### src/rtl/lmb_bram_arb_pkg.sv
// rtl/lmb_bram_arb_pkg.sv - shared types and helpers for the LMB BRAM port arbiter
package lmb_bram_arb_pkg;

  typedef enum logic [1:0] {
    ST_IDLE = 2'd0,
    ST_OWN0 = 2'd1,
    ST_OWN1 = 2'd2
  } arb_state_t;

  localparam int REQ0 = 0;
  localparam int REQ1 = 1;

  // One extra bit so the counter can hold C_MAX_LOCK itself.
  function automatic int lock_cnt_w(input int max_lock);
    return $clog2(max_lock) + 1;
  endfunction

endpackage

### src/rtl/lmb_bram_port_arbiter_if.sv
// rtl/lmb_bram_port_arbiter_if.sv - requester and BRAM port B signal bundle
interface lmb_bram_port_arbiter_if #(
  parameter int C_PORT_DWIDTH = 32,
  parameter int C_PORT_AWIDTH = 32,
  parameter int C_NUM_WE      = 4
);
  logic                     Req_0;
  logic                     Req_1;
  logic                     Lock_0;
  logic                     Lock_1;
  logic [C_PORT_AWIDTH-1:0] Addr_0;
  logic [C_PORT_AWIDTH-1:0] Addr_1;
  logic [C_NUM_WE-1:0]      WEN_0;
  logic [C_NUM_WE-1:0]      WEN_1;
  logic [C_PORT_DWIDTH-1:0] WrData_0;
  logic [C_PORT_DWIDTH-1:0] WrData_1;
  logic                     Ack_0;
  logic                     Ack_1;
  logic                     RdValid_0;
  logic                     RdValid_1;
  logic [C_PORT_DWIDTH-1:0] RdData;
  logic                     BRAM_EN;
  logic [C_NUM_WE-1:0]      BRAM_WEN;
  logic [C_PORT_AWIDTH-1:0] BRAM_Addr;
  logic [C_PORT_DWIDTH-1:0] BRAM_Dout;
  logic [C_PORT_DWIDTH-1:0] BRAM_Din;

  modport slave (
    input  Req_0, Req_1, Lock_0, Lock_1, Addr_0, Addr_1, WEN_0, WEN_1,
           WrData_0, WrData_1, BRAM_Din,
    output Ack_0, Ack_1, RdValid_0, RdValid_1, RdData,
           BRAM_EN, BRAM_WEN, BRAM_Addr, BRAM_Dout
  );

  modport master (
    output Req_0, Req_1, Lock_0, Lock_1, Addr_0, Addr_1, WEN_0, WEN_1,
           WrData_0, WrData_1, BRAM_Din,
    input  Ack_0, Ack_1, RdValid_0, RdValid_1, RdData,
           BRAM_EN, BRAM_WEN, BRAM_Addr, BRAM_Dout
  );

endinterface

### src/rtl/lmb_bram_rr_pick.sv
// rtl/lmb_bram_rr_pick.sv - combinational two-way round-robin selector
module lmb_bram_rr_pick
  import lmb_bram_arb_pkg::*;
(
  input  logic [1:0] i_elig,
  input  logic       i_ptr,
  output logic [1:0] o_grant
);

  always_comb begin
    o_grant = 2'b00;
    if (i_elig[REQ0] && i_elig[REQ1]) begin
      o_grant[REQ0] = ~i_ptr;
      o_grant[REQ1] = i_ptr;
    end else begin
      o_grant = i_elig;
    end
  end

endmodule

### src/rtl/lmb_bram_port_arbiter.sv
// rtl/lmb_bram_port_arbiter.sv - round-robin arbiter with locked bursts sharing one BRAM port
module lmb_bram_port_arbiter
  import lmb_bram_arb_pkg::*;
#(
  parameter int C_PORT_DWIDTH = 32,
  parameter int C_PORT_AWIDTH = 32,
  parameter int C_NUM_WE      = 4,
  parameter int C_MAX_LOCK    = 16
) (
  input logic                    BRAM_Clk,
  input logic                    BRAM_Rst,
  lmb_bram_port_arbiter_if.slave bus
);

  localparam int              CW      = lock_cnt_w(C_MAX_LOCK);
  localparam logic [CW-1:0]   MAX_CNT = CW'(C_MAX_LOCK);

  arb_state_t               r_state;
  logic                     r_ptr;
  logic [CW-1:0]            r_cnt;
  logic                     r_ack_0;
  logic                     r_ack_1;
  logic                     r_rdvalid_0;
  logic                     r_rdvalid_1;
  logic                     r_en;
  logic [C_NUM_WE-1:0]      r_wen;
  logic [C_PORT_AWIDTH-1:0] r_addr;
  logic [C_PORT_DWIDTH-1:0] r_dout;

  logic [1:0]               w_elig;
  logic [1:0]               w_pick_elig;
  logic [1:0]               w_pick;
  logic [1:0]               w_grant;
  logic                     w_own;
  logic                     w_own_idx;
  logic                     w_own_req;
  logic                     w_own_ack;
  logic                     w_handover;
  logic                     w_ptr_eff;
  logic                     w_gvalid;
  logic                     w_gidx;
  logic                     w_glock;
  logic [C_NUM_WE-1:0]      w_gwen;
  logic [C_PORT_AWIDTH-1:0] w_gaddr;
  logic [C_PORT_DWIDTH-1:0] w_gdata;

  // A requester being acknowledged this cycle must not be granted again.
  assign w_elig[REQ0] = bus.Req_0 & ~r_ack_0;
  assign w_elig[REQ1] = bus.Req_1 & ~r_ack_1;

  assign w_own      = (r_state != ST_IDLE);
  assign w_own_idx  = (r_state == ST_OWN1);
  assign w_own_req  = w_own_idx ? bus.Req_1 : bus.Req_0;
  assign w_own_ack  = w_own_idx ? r_ack_1 : r_ack_0;
  assign w_handover = w_own & ((r_cnt >= MAX_CNT) | (~w_own_req & ~w_own_ack));

  // On hand-over the other requester may be served in the same cycle.
  assign w_ptr_eff   = w_handover ? ~w_own_idx : r_ptr;
  assign w_pick_elig = w_handover ? (w_own_idx ? (w_elig & 2'b01) : (w_elig & 2'b10))
                                  : w_elig;

  lmb_bram_rr_pick u_pick (
    .i_elig  (w_pick_elig),
    .i_ptr   (w_ptr_eff),
    .o_grant (w_pick)
  );

  always_comb begin
    w_grant = 2'b00;
    if (!w_own || w_handover) begin
      w_grant = w_pick;
    end else if (w_elig[w_own_idx]) begin
      w_grant = w_own_idx ? 2'b10 : 2'b01;
    end
  end

  assign w_gvalid = |w_grant;
  assign w_gidx   = w_grant[REQ1];
  assign w_glock  = w_gidx ? bus.Lock_1   : bus.Lock_0;
  assign w_gwen   = w_gidx ? bus.WEN_1    : bus.WEN_0;
  assign w_gaddr  = w_gidx ? bus.Addr_1   : bus.Addr_0;
  assign w_gdata  = w_gidx ? bus.WrData_1 : bus.WrData_0;

  always_ff @(posedge BRAM_Clk or posedge BRAM_Rst) begin
    if (BRAM_Rst) begin
      r_state     <= ST_IDLE;
      r_ptr       <= 1'b0;
      r_cnt       <= '0;
      r_ack_0     <= 1'b0;
      r_ack_1     <= 1'b0;
      r_rdvalid_0 <= 1'b0;
      r_rdvalid_1 <= 1'b0;
      r_en        <= 1'b0;
      r_wen       <= '0;
      r_addr      <= '0;
      r_dout      <= '0;
    end else begin
      r_en        <= w_gvalid;
      r_ack_0     <= w_grant[REQ0];
      r_ack_1     <= w_grant[REQ1];
      r_wen       <= w_gvalid ? w_gwen : '0;
      // Read data arrives one cycle after the command is on the pins.
      r_rdvalid_0 <= r_ack_0 && (r_wen == '0);
      r_rdvalid_1 <= r_ack_1 && (r_wen == '0);
      if (w_gvalid) begin
        r_addr <= w_gaddr;
        r_dout <= w_gdata;
      end

      if (w_own && !w_handover) begin
        if (w_gvalid) begin
          if (w_glock) begin
            r_cnt <= r_cnt + 1'b1;
          end else begin
            r_state <= ST_IDLE;
            r_cnt   <= '0;
            r_ptr   <= ~w_own_idx;
          end
        end
      end else if (w_gvalid) begin
        r_ptr <= ~w_gidx;
        if (w_glock) begin
          r_state <= w_gidx ? ST_OWN1 : ST_OWN0;
          r_cnt   <= CW'(1);
        end else begin
          r_state <= ST_IDLE;
          r_cnt   <= '0;
        end
      end else if (w_handover) begin
        r_state <= ST_IDLE;
        r_cnt   <= '0;
        r_ptr   <= ~w_own_idx;
      end
    end
  end

  assign bus.Ack_0     = r_ack_0;
  assign bus.Ack_1     = r_ack_1;
  assign bus.RdValid_0 = r_rdvalid_0;
  assign bus.RdValid_1 = r_rdvalid_1;
  assign bus.RdData    = bus.BRAM_Din;
  assign bus.BRAM_EN   = r_en;
  assign bus.BRAM_WEN  = r_wen;
  assign bus.BRAM_Addr = r_addr;
  assign bus.BRAM_Dout = r_dout;

endmodule

### src/flat_wrapper.sv
// flat-port wrapper written by rule: the top's interface ports become plain ports
module lmb_bram_port_arbiter_flat import lmb_bram_arb_pkg::*;
#(
  parameter int C_PORT_DWIDTH = 32,
  parameter int C_PORT_AWIDTH = 32,
  parameter int C_NUM_WE      = 4,
  parameter int C_MAX_LOCK    = 16
)
  (BRAM_Clk, BRAM_Rst, bus_Req_0, bus_Req_1, bus_Lock_0, bus_Lock_1, bus_Addr_0, bus_Addr_1, bus_WEN_0, bus_WEN_1, bus_WrData_0, bus_WrData_1, bus_BRAM_Din, bus_Ack_0, bus_Ack_1, bus_RdValid_0, bus_RdValid_1, bus_RdData, bus_BRAM_EN, bus_BRAM_WEN, bus_BRAM_Addr, bus_BRAM_Dout);
  lmb_bram_port_arbiter_if #(.C_PORT_DWIDTH(C_PORT_DWIDTH), .C_PORT_AWIDTH(C_PORT_AWIDTH), .C_NUM_WE(C_NUM_WE)) bus_i ();
  input logic BRAM_Clk;
  input logic BRAM_Rst;
  input wire logic [$bits(bus_i.Req_0)-1:0] bus_Req_0;
  input wire logic [$bits(bus_i.Req_1)-1:0] bus_Req_1;
  input wire logic [$bits(bus_i.Lock_0)-1:0] bus_Lock_0;
  input wire logic [$bits(bus_i.Lock_1)-1:0] bus_Lock_1;
  input wire logic [$bits(bus_i.Addr_0)-1:0] bus_Addr_0;
  input wire logic [$bits(bus_i.Addr_1)-1:0] bus_Addr_1;
  input wire logic [$bits(bus_i.WEN_0)-1:0] bus_WEN_0;
  input wire logic [$bits(bus_i.WEN_1)-1:0] bus_WEN_1;
  input wire logic [$bits(bus_i.WrData_0)-1:0] bus_WrData_0;
  input wire logic [$bits(bus_i.WrData_1)-1:0] bus_WrData_1;
  input wire logic [$bits(bus_i.BRAM_Din)-1:0] bus_BRAM_Din;
  output wire logic [$bits(bus_i.Ack_0)-1:0] bus_Ack_0;
  output wire logic [$bits(bus_i.Ack_1)-1:0] bus_Ack_1;
  output wire logic [$bits(bus_i.RdValid_0)-1:0] bus_RdValid_0;
  output wire logic [$bits(bus_i.RdValid_1)-1:0] bus_RdValid_1;
  output wire logic [$bits(bus_i.RdData)-1:0] bus_RdData;
  output wire logic [$bits(bus_i.BRAM_EN)-1:0] bus_BRAM_EN;
  output wire logic [$bits(bus_i.BRAM_WEN)-1:0] bus_BRAM_WEN;
  output wire logic [$bits(bus_i.BRAM_Addr)-1:0] bus_BRAM_Addr;
  output wire logic [$bits(bus_i.BRAM_Dout)-1:0] bus_BRAM_Dout;
  assign bus_i.Req_0 = bus_Req_0;
  assign bus_i.Req_1 = bus_Req_1;
  assign bus_i.Lock_0 = bus_Lock_0;
  assign bus_i.Lock_1 = bus_Lock_1;
  assign bus_i.Addr_0 = bus_Addr_0;
  assign bus_i.Addr_1 = bus_Addr_1;
  assign bus_i.WEN_0 = bus_WEN_0;
  assign bus_i.WEN_1 = bus_WEN_1;
  assign bus_i.WrData_0 = bus_WrData_0;
  assign bus_i.WrData_1 = bus_WrData_1;
  assign bus_i.BRAM_Din = bus_BRAM_Din;
  assign bus_Ack_0 = bus_i.Ack_0;
  assign bus_Ack_1 = bus_i.Ack_1;
  assign bus_RdValid_0 = bus_i.RdValid_0;
  assign bus_RdValid_1 = bus_i.RdValid_1;
  assign bus_RdData = bus_i.RdData;
  assign bus_BRAM_EN = bus_i.BRAM_EN;
  assign bus_BRAM_WEN = bus_i.BRAM_WEN;
  assign bus_BRAM_Addr = bus_i.BRAM_Addr;
  assign bus_BRAM_Dout = bus_i.BRAM_Dout;
  lmb_bram_port_arbiter #(.C_PORT_DWIDTH(C_PORT_DWIDTH), .C_PORT_AWIDTH(C_PORT_AWIDTH), .C_NUM_WE(C_NUM_WE), .C_MAX_LOCK(C_MAX_LOCK)) u_core (.BRAM_Clk(BRAM_Clk), .BRAM_Rst(BRAM_Rst), .bus(bus_i));
endmodule
### config.mk
export PLATFORM = sky130hd
export DESIGN_NAME = lmb_bram_port_arbiter_flat
export DESIGN_NICKNAME = d
export VERILOG_FILES = /design/src/rtl/lmb_bram_arb_pkg.sv /design/src/rtl/lmb_bram_port_arbiter_if.sv /design/src/rtl/lmb_bram_rr_pick.sv /design/src/rtl/lmb_bram_port_arbiter.sv /design/src/flat_wrapper.sv
export SDC_FILE = /design/constraint.sdc
export NUM_CORES = 1
export LEC_CHECK = 0
export ABC_CLOCK_PERIOD_IN_PS = 2700
export CORE_ASPECT_RATIO = 1.2
export CORE_MARGIN = 10
export CORE_UTILIZATION = 33
export DETAILED_ROUTE_END_ITERATION = 16
export HOLD_SLACK_MARGIN = 0.1
export PLACE_DENSITY = 0.77
export SKIP_LAST_GASP = 1
export SYNTH_ARGS = -nofsm -noshare
export SYNTH_HDL_FRONTEND = slang
export SYNTH_SLANG_ARGS = --single-unit
### constraint.sdc
create_clock -name BRAM_Clk -period 2.7 [get_ports BRAM_Clk]
set_input_delay 0.81 -clock BRAM_Clk [delete_from_list [all_inputs] [get_ports BRAM_Clk]]
set_output_delay 0.81 -clock BRAM_Clk [all_outputs]
set_load 0.02 [all_outputs]
[Word level (Yosys, flattened, before mapping)]
Cells that the tools add are included.
Word-level totals
  bits in registers: 81
  latch bits: 0
  bits in writable memories: 0
  bits in read-only memories: 0
  bits of input ports: 174
  output and inout bits: 105
  logic and storage cells: 76
  memories kept: 0
Operators by class
  add/sub/neg operators: 1
  multipliers: 0
  divide/modulo/power cells: 0
  order comparisons: 2
  eq/ne operators: 3
  shift operators: 0
  muxes and demuxes: 33
  bitwise operators: 12
  reductions and logical operators: 14
Operator list (count)
  $mux W32: 2
  $mux W2: 13
  $mux W5: 5
  $mux W1: 11
  $mux W4: 2
  $not A1 Y1: 7
  $add A5 B1 Y5 const B: 1
  $ge A5 B5 Y1 const B: 1
  $and A1 B1 Y1: 4
  $logic_and A1 B1 Y1: 4
  $logic_not A4 Y1: 1
  $reduce_and A2 Y1: 2
  $reduce_bool A2 Y1: 2
  $reduce_and A3 Y1: 1
  $eq A2 B2 Y1 const B: 1
  $logic_not A1 Y1: 2
  $lt A1 B2 Y1 const B: 1
  $ne A2 B1 Y1 const B: 1
  $ne A2 B2 Y1 const B: 1
  $reduce_or A2 Y1: 1
  $logic_or A1 B1 Y1: 1
  $or A1 B1 Y1: 1

[Longest topological paths before layout]
  depth in word-level cells: 14
  gate-level depth with buffers: 8
  mapped depth without buffers: 6

[Hierarchy]
Synthesis repeated with hierarchy kept, for this count alone.
Second synthesis, totals
  cells, all modules: 410
  area total of the unflattened synthesis: 4226.6 um2
Modules (own cells, without submodules)
  lmb_bram_port_arbiter: instances 1, cells an instance 407, area each 4207.8 um2, seq. area each 2026.9 um2
  lmb_bram_rr_pick: instances 1, cells an instance 3, area each 18.8 um2, seq. area each 0.0 um2

[Worst setup path after synthesis]
Ideal clock, no wire load.
  kind: input port to flip-flop
  start: input port bus_Req_0
  end: register u_core.r_cnt[2]
  library setup time: 80 ps
  data arrival time: 2135 ps
  required time: 2620 ps
  setup slack: 484 ps
  stages: 5
  buffers on the path: 0
  cell sequence: nor2_1 o21ai_4 or3_2 a2111o_1 o211ai_2
Between the ends
  word-level cells in the longest chain between the ends: 13
  elaborated cells on any way between the ends: 28
  classes of those cells: eq/ne: 1; mux: 14; bitwise: 6; reduce/logical: 7
RTL lines
  from (decl): line flat_wrapper.sv:13  | input wire logic [$bits(bus_i.Req_0)-1:0] bus_Req_0;
  $mux W1: line lmb_bram_port_arbiter.sv:53  | assign w_own_req = w_own_idx ? bus.Req_1 : bus.Req_0;
  $not A1 Y1: line lmb_bram_port_arbiter.sv:55  | assign w_handover = w_own & ((r_cnt >= MAX_CNT) | (~w_own_req & ~w_own_ack));
  $and A1 B1 Y1: line lmb_bram_port_arbiter.sv:55
  $or A1 B1 Y1: line lmb_bram_port_arbiter.sv:55
  $and A1 B1 Y1: line lmb_bram_port_arbiter.sv:55
  $mux W2: line lmb_bram_port_arbiter.sv:59  | assign w_pick_elig = w_handover ? (w_own_idx ? (w_elig & 2'b01) : (w_elig & 2'b10))
  $logic_and A1 B1 Y1: line lmb_bram_rr_pick.sv:12  | if (i_elig[REQ0] && i_elig[REQ1]) begin
  $mux W2: line lmb_bram_rr_pick.sv:12
  $mux W2: line lmb_bram_port_arbiter.sv:70  | if (!w_own || w_handover) begin
  $mux W1: line lmb_bram_port_arbiter.sv:79  | assign w_glock = w_gidx ? bus.Lock_1 : bus.Lock_0;
  $mux W5: line lmb_bram_port_arbiter.sv:112  | if (w_glock) begin
  $mux W5: line lmb_bram_port_arbiter.sv:111  | if (w_gvalid) begin
  $mux W5: line lmb_bram_port_arbiter.sv:110  | if (w_own && !w_handover) begin
  to (signal assigned): line lmb_bram_port_arbiter.sv:113  | r_cnt <= r_cnt + 1'b1;
  to (decl): line lmb_bram_port_arbiter.sv:20  | logic [CW-1:0] r_cnt;
Several ways; a longest one is shown, not always the timed one. The select of a mux whose other input is x is not followed.
A chain may end at the register's enable or synchronous reset.

[Worst setup path in the final report]
  start: input port bus_Req_1
  end: register u_core.r_dout[24] (netlist: u_core.bus.BRAM_Dout[24])
Between the ends
  word-level cells in the longest chain between the ends: 10
  elaborated cells on any way between the ends: 19
  classes of those cells: mux: 10; bitwise: 6; reduce/logical: 3
RTL lines
  from (decl): line flat_wrapper.sv:14  | input wire logic [$bits(bus_i.Req_1)-1:0] bus_Req_1;
  $mux W1: line lmb_bram_port_arbiter.sv:53
  $not A1 Y1: line lmb_bram_port_arbiter.sv:55
  $and A1 B1 Y1: line lmb_bram_port_arbiter.sv:55
  $or A1 B1 Y1: line lmb_bram_port_arbiter.sv:55
  $and A1 B1 Y1: line lmb_bram_port_arbiter.sv:55
  $mux W2 or $mux W1 (tied branches)
  $logic_and A1 B1 Y1 or $not A1 Y1 (tied branches): line lmb_bram_rr_pick.sv:12, lmb_bram_rr_pick.sv:13
  $mux W2: line lmb_bram_rr_pick.sv:12
  $mux W2 (*): line lmb_bram_port_arbiter.sv:70
  $mux W32 or $reduce_or A2 Y1 (tied branches): line lmb_bram_port_arbiter.sv:82, lmb_bram_port_arbiter.sv:77
  to (signal assigned): line lmb_bram_port_arbiter.sv:107  | r_dout <= w_gdata;
  to (decl): line lmb_bram_port_arbiter.sv:28  | logic [C_PORT_DWIDTH-1:0] r_dout;
Every way passes the cells marked *; elsewhere a longest branch is shown, timed or not. The select of a mux whose other input is x is not followed.

==> impl_results.md <==
* Outcome: finished, final reports clean
* Post-route design area at 6670 um^2
* FP Rows at 45
* Final core utilization at 52.4%
* Cells on worst reg2reg path at 6
* Resize count post-CTS at 0
* RSZ-0062 raised after global routing: no
* Detailed-route via count at about 3800
* Area post-placement at approximately 6400 um^2
* CP required at 2.90 ns
* CP max stage delay at 0.49 ns
* Crit Reg-Reg Endpoint: u_core.bus.BRAM_Dout[24]
* Nets at ~800
* Pre-CTS setup slack at -0.218 ns
* Crit path DAT at 2.71 ns
* Worst hold start: u_core.bus.BRAM_Dout[0]
* Die Height at roughly 140 um
* Post-synth cell types at 51
* Largest cells by area after synthesis: dfrtp_1 47%, mux2i_1 15%, buf_4 5.9%
* Pwr/cell area at about 1100 nW/um^2
* Crit path max fanout at 40
* Pleak at between 2 and 3 nW
* CTS Sinks at around 80
* Maximum vdd ir drop at approximately 0.44 mV
* Clock latency on the worst-skew pair at approximately 0.33 ns
* DRC viols at 0
* Commonest cells in the netlist: 81 x dfrtp_1, 67 x nand2_1, 65 x mux2i_1, 45 x o21ai_1, 34 x buf_4
* Setup Fix Bufs, Post-CTS at 0
* Worst hold endpoint: u_core.bus.BRAM_Dout[0]
* Yosys top cell by area: dfrtp_1
* R2R Path Start: u_core.r_state[0]
* Synth top area share at ~47%
* Number of port buffers at around 210
* Clock skew at approximately 0.0045 ns
* FFs w/ async S/R, synth at 100%
* FF+latch count, synth at ~80
* Top Ports at roughly 280
* Critical path cell sequence: clkdlybuf4s50_1 -> nor2b_2 -> a221o_1 -> o22ai_4 -> buf_12 -> mux2i_1 -> o21ai_0
* Max-cap violations at 0
* Area delta synth->final at 55.6%
* Hold_buf cts at 0
* Worst-path clk slew at 0.06 ns
* Syn. warnings at 0
* Gpl congestion at between 0.8 and 0.9
* Most numerous cell in the Yosys netlist: dfrtp_1
* Worst Hold Path Cells at 2
* Seq/Total Area, Yosys at a little under half
* Crit path launch type: input pin
* Crit Path Class: input pin to register
* CTS tree: yes
* Ant diodes at 0
* Max Fclk at between 0.3 and 0.4 GHz
* Die Wd at around 120 um
* Vias in the first global route at approximately 4000
* Pre-Repair DR Iteration Count at 5
* Setup tns final at 0 ns
* Final hold vios at 0
* Post-synth top flop: dfrtp_1
* Post-synth EDFFs at 0
* Slew HR at about two thirds
* Inst Count DP at 755
* Layout Cells excl Fill at slightly below 800
* Die area at approximately 18000 um^2
* 1st-iter DRT viols at 198
* CP endpoint kind: register
* Share of layout cells above drive strength 1 at under 10%
* TritonCTS buffer count at 9
* Clk buf depth at 2
* Minimum clock period after layout at about 2.5 ns
* Largest net degree at the start of global routing at approximately 80
* Worst slew pin tran at 0.504 ns
* Internal reg-to-reg setup slack at 0.52 ns
* Grt ovf at 0
* Pins Over Slew Limit at 0
* Fin crit share at approximately 93%
* Global-route wire length before repair at 21400 um
* Syn_area_per_cell at approximately 10 um^2
* Hold_ws at ~0.55 ns
* Fin worst setup slack at about 0.2 ns
* GRT Util Overall at 14.7%
* Initial Utilization at around a third
* Detail Placement HPWL at roughly 11000 um
* Post-route ant nets at 0
* Root Buffer: clkbuf_16
* Slowest CP cell: clkdlybuf4s50_1
* HP Class: register to register
* Final WL at between 10000 and 15000 um
* Fillers at between 1000 and 1500
* Initial antenna violation count at 1
* Gate Count Post-Synth at approximately 420
* # H-tree levels at 3
* Routed vias/inst at 4.91
* Final Power at 7.55 mW
* CORE AREA at approximately 13000 um^2
* Post-Synthesis Cell Area at about 4300 um^2
* WL/cell at about 18 um
* Net Count, Synth at about 590
* Final setup violation count at 0
==> cell type report <==
cell class                 count  area [um^2]  share of cell area (%)
timing repair buffer         231         2330                    34.9
sequential                    81         2030                    30.4
multi-input combinational    270         1800                    26.9
clock buffer                  13          260                    3.90
tap                          164          205                    3.07
inverter                       9         37.5                   0.562
clock inverter                 2         13.8                   0.206
==> flip-flops by register name, summed over array words and instances, names as in the netlist <==
name                  flops
u_core.bus.BRAM_Addr     32
u_core.bus.BRAM_Dout     32
u_core.r_cnt              5
u_core.bus.BRAM_WEN       4
u_core.r_state            2
u_core.bus.Ack_0          1
u_core.bus.Ack_1          1
u_core.bus.BRAM_EN        1
u_core.bus.RdValid_0      1
u_core.bus.RdValid_1      1
u_core.r_ptr              1
==> power breakdown <==
| part | total, mW | switching, mW | internal [mW] |
|---|---|---|---|
| Clock | 1.13 | 0.461 | 0.669 |
| Sequential | 2.18 | 0.379 | 1.80 |
| Combinational | 4.24 | 2.17 | 2.07 |
==> layout by cell type, fill, tap and decap left out, drive strengths merged, types with 4 or more instances in the layout <==
cell / count
a22o: 4
o211ai: 5
mux2i: 65
nand2: 67
inv: 8
buf: 17
clkbuf: 13
clkdlybuf4s50: 214
dfrtp: 81
nor2: 12
a21oi: 5
o21ai: 73
==> logic make-up after synthesis <==
| logic type | share of synthesized area (%) |
|---|---|
| AOI/OAI and AO/OA | 15.3 |
| adders and majority gates | 0.583 |
| buffers and inverters | 11.3 |
| DFF | 47.2 |
| muxes | 15.2 |
| and+or+nand+nor | 10.4 |
==> critical path, delay by kind of cell <==
kind | cells | cell delay, ns
buffers and inverters | 2 | 0.79
AO/OA/AOI/OAI | 3 | 0.61
multiplexers | 1 | 0.23
AND/OR/NAND/NOR | 1 | 0.23
==> worst max path at each step <==
| stage | start | to | slack, ns | cells after the start |
|---|---|---|---|---|
| 6_report | bus_Req_1 | u_core.bus.BRAM_Dout[24] | 0.19 | 7 |
| 5_1_grt | bus_Req_0 | u_core.bus.BRAM_Dout[27] | 0.05 | 7 |
| 4_1_cts | bus_Req_1 | u_core.r_cnt[2] | 0.13 | 6 |
| 3_5_place_dp | bus_Req_1 | u_core.r_cnt[2] | -0.22 | 6 |
| 3_3_place_gp | bus_Req_1 | u_core.r_cnt[2] | -0.16 | 6 |
| 2_1_floorplan | bus_Req_0 | u_core.r_cnt[2] | 0.48 | 5 |
==> metal layers <==
metal / wire length (um) / vias up / global-route usage, %
li1: - / 1785 / -
met1: 4970 / 1797 / 16.0
met2: 6990 / 179 / 25.2
met3: 1360 / 18 / 6.20
met4: 172 / 2 / 3.69
met5: 12 / - / 0
(Power assumes the default switching activity.)
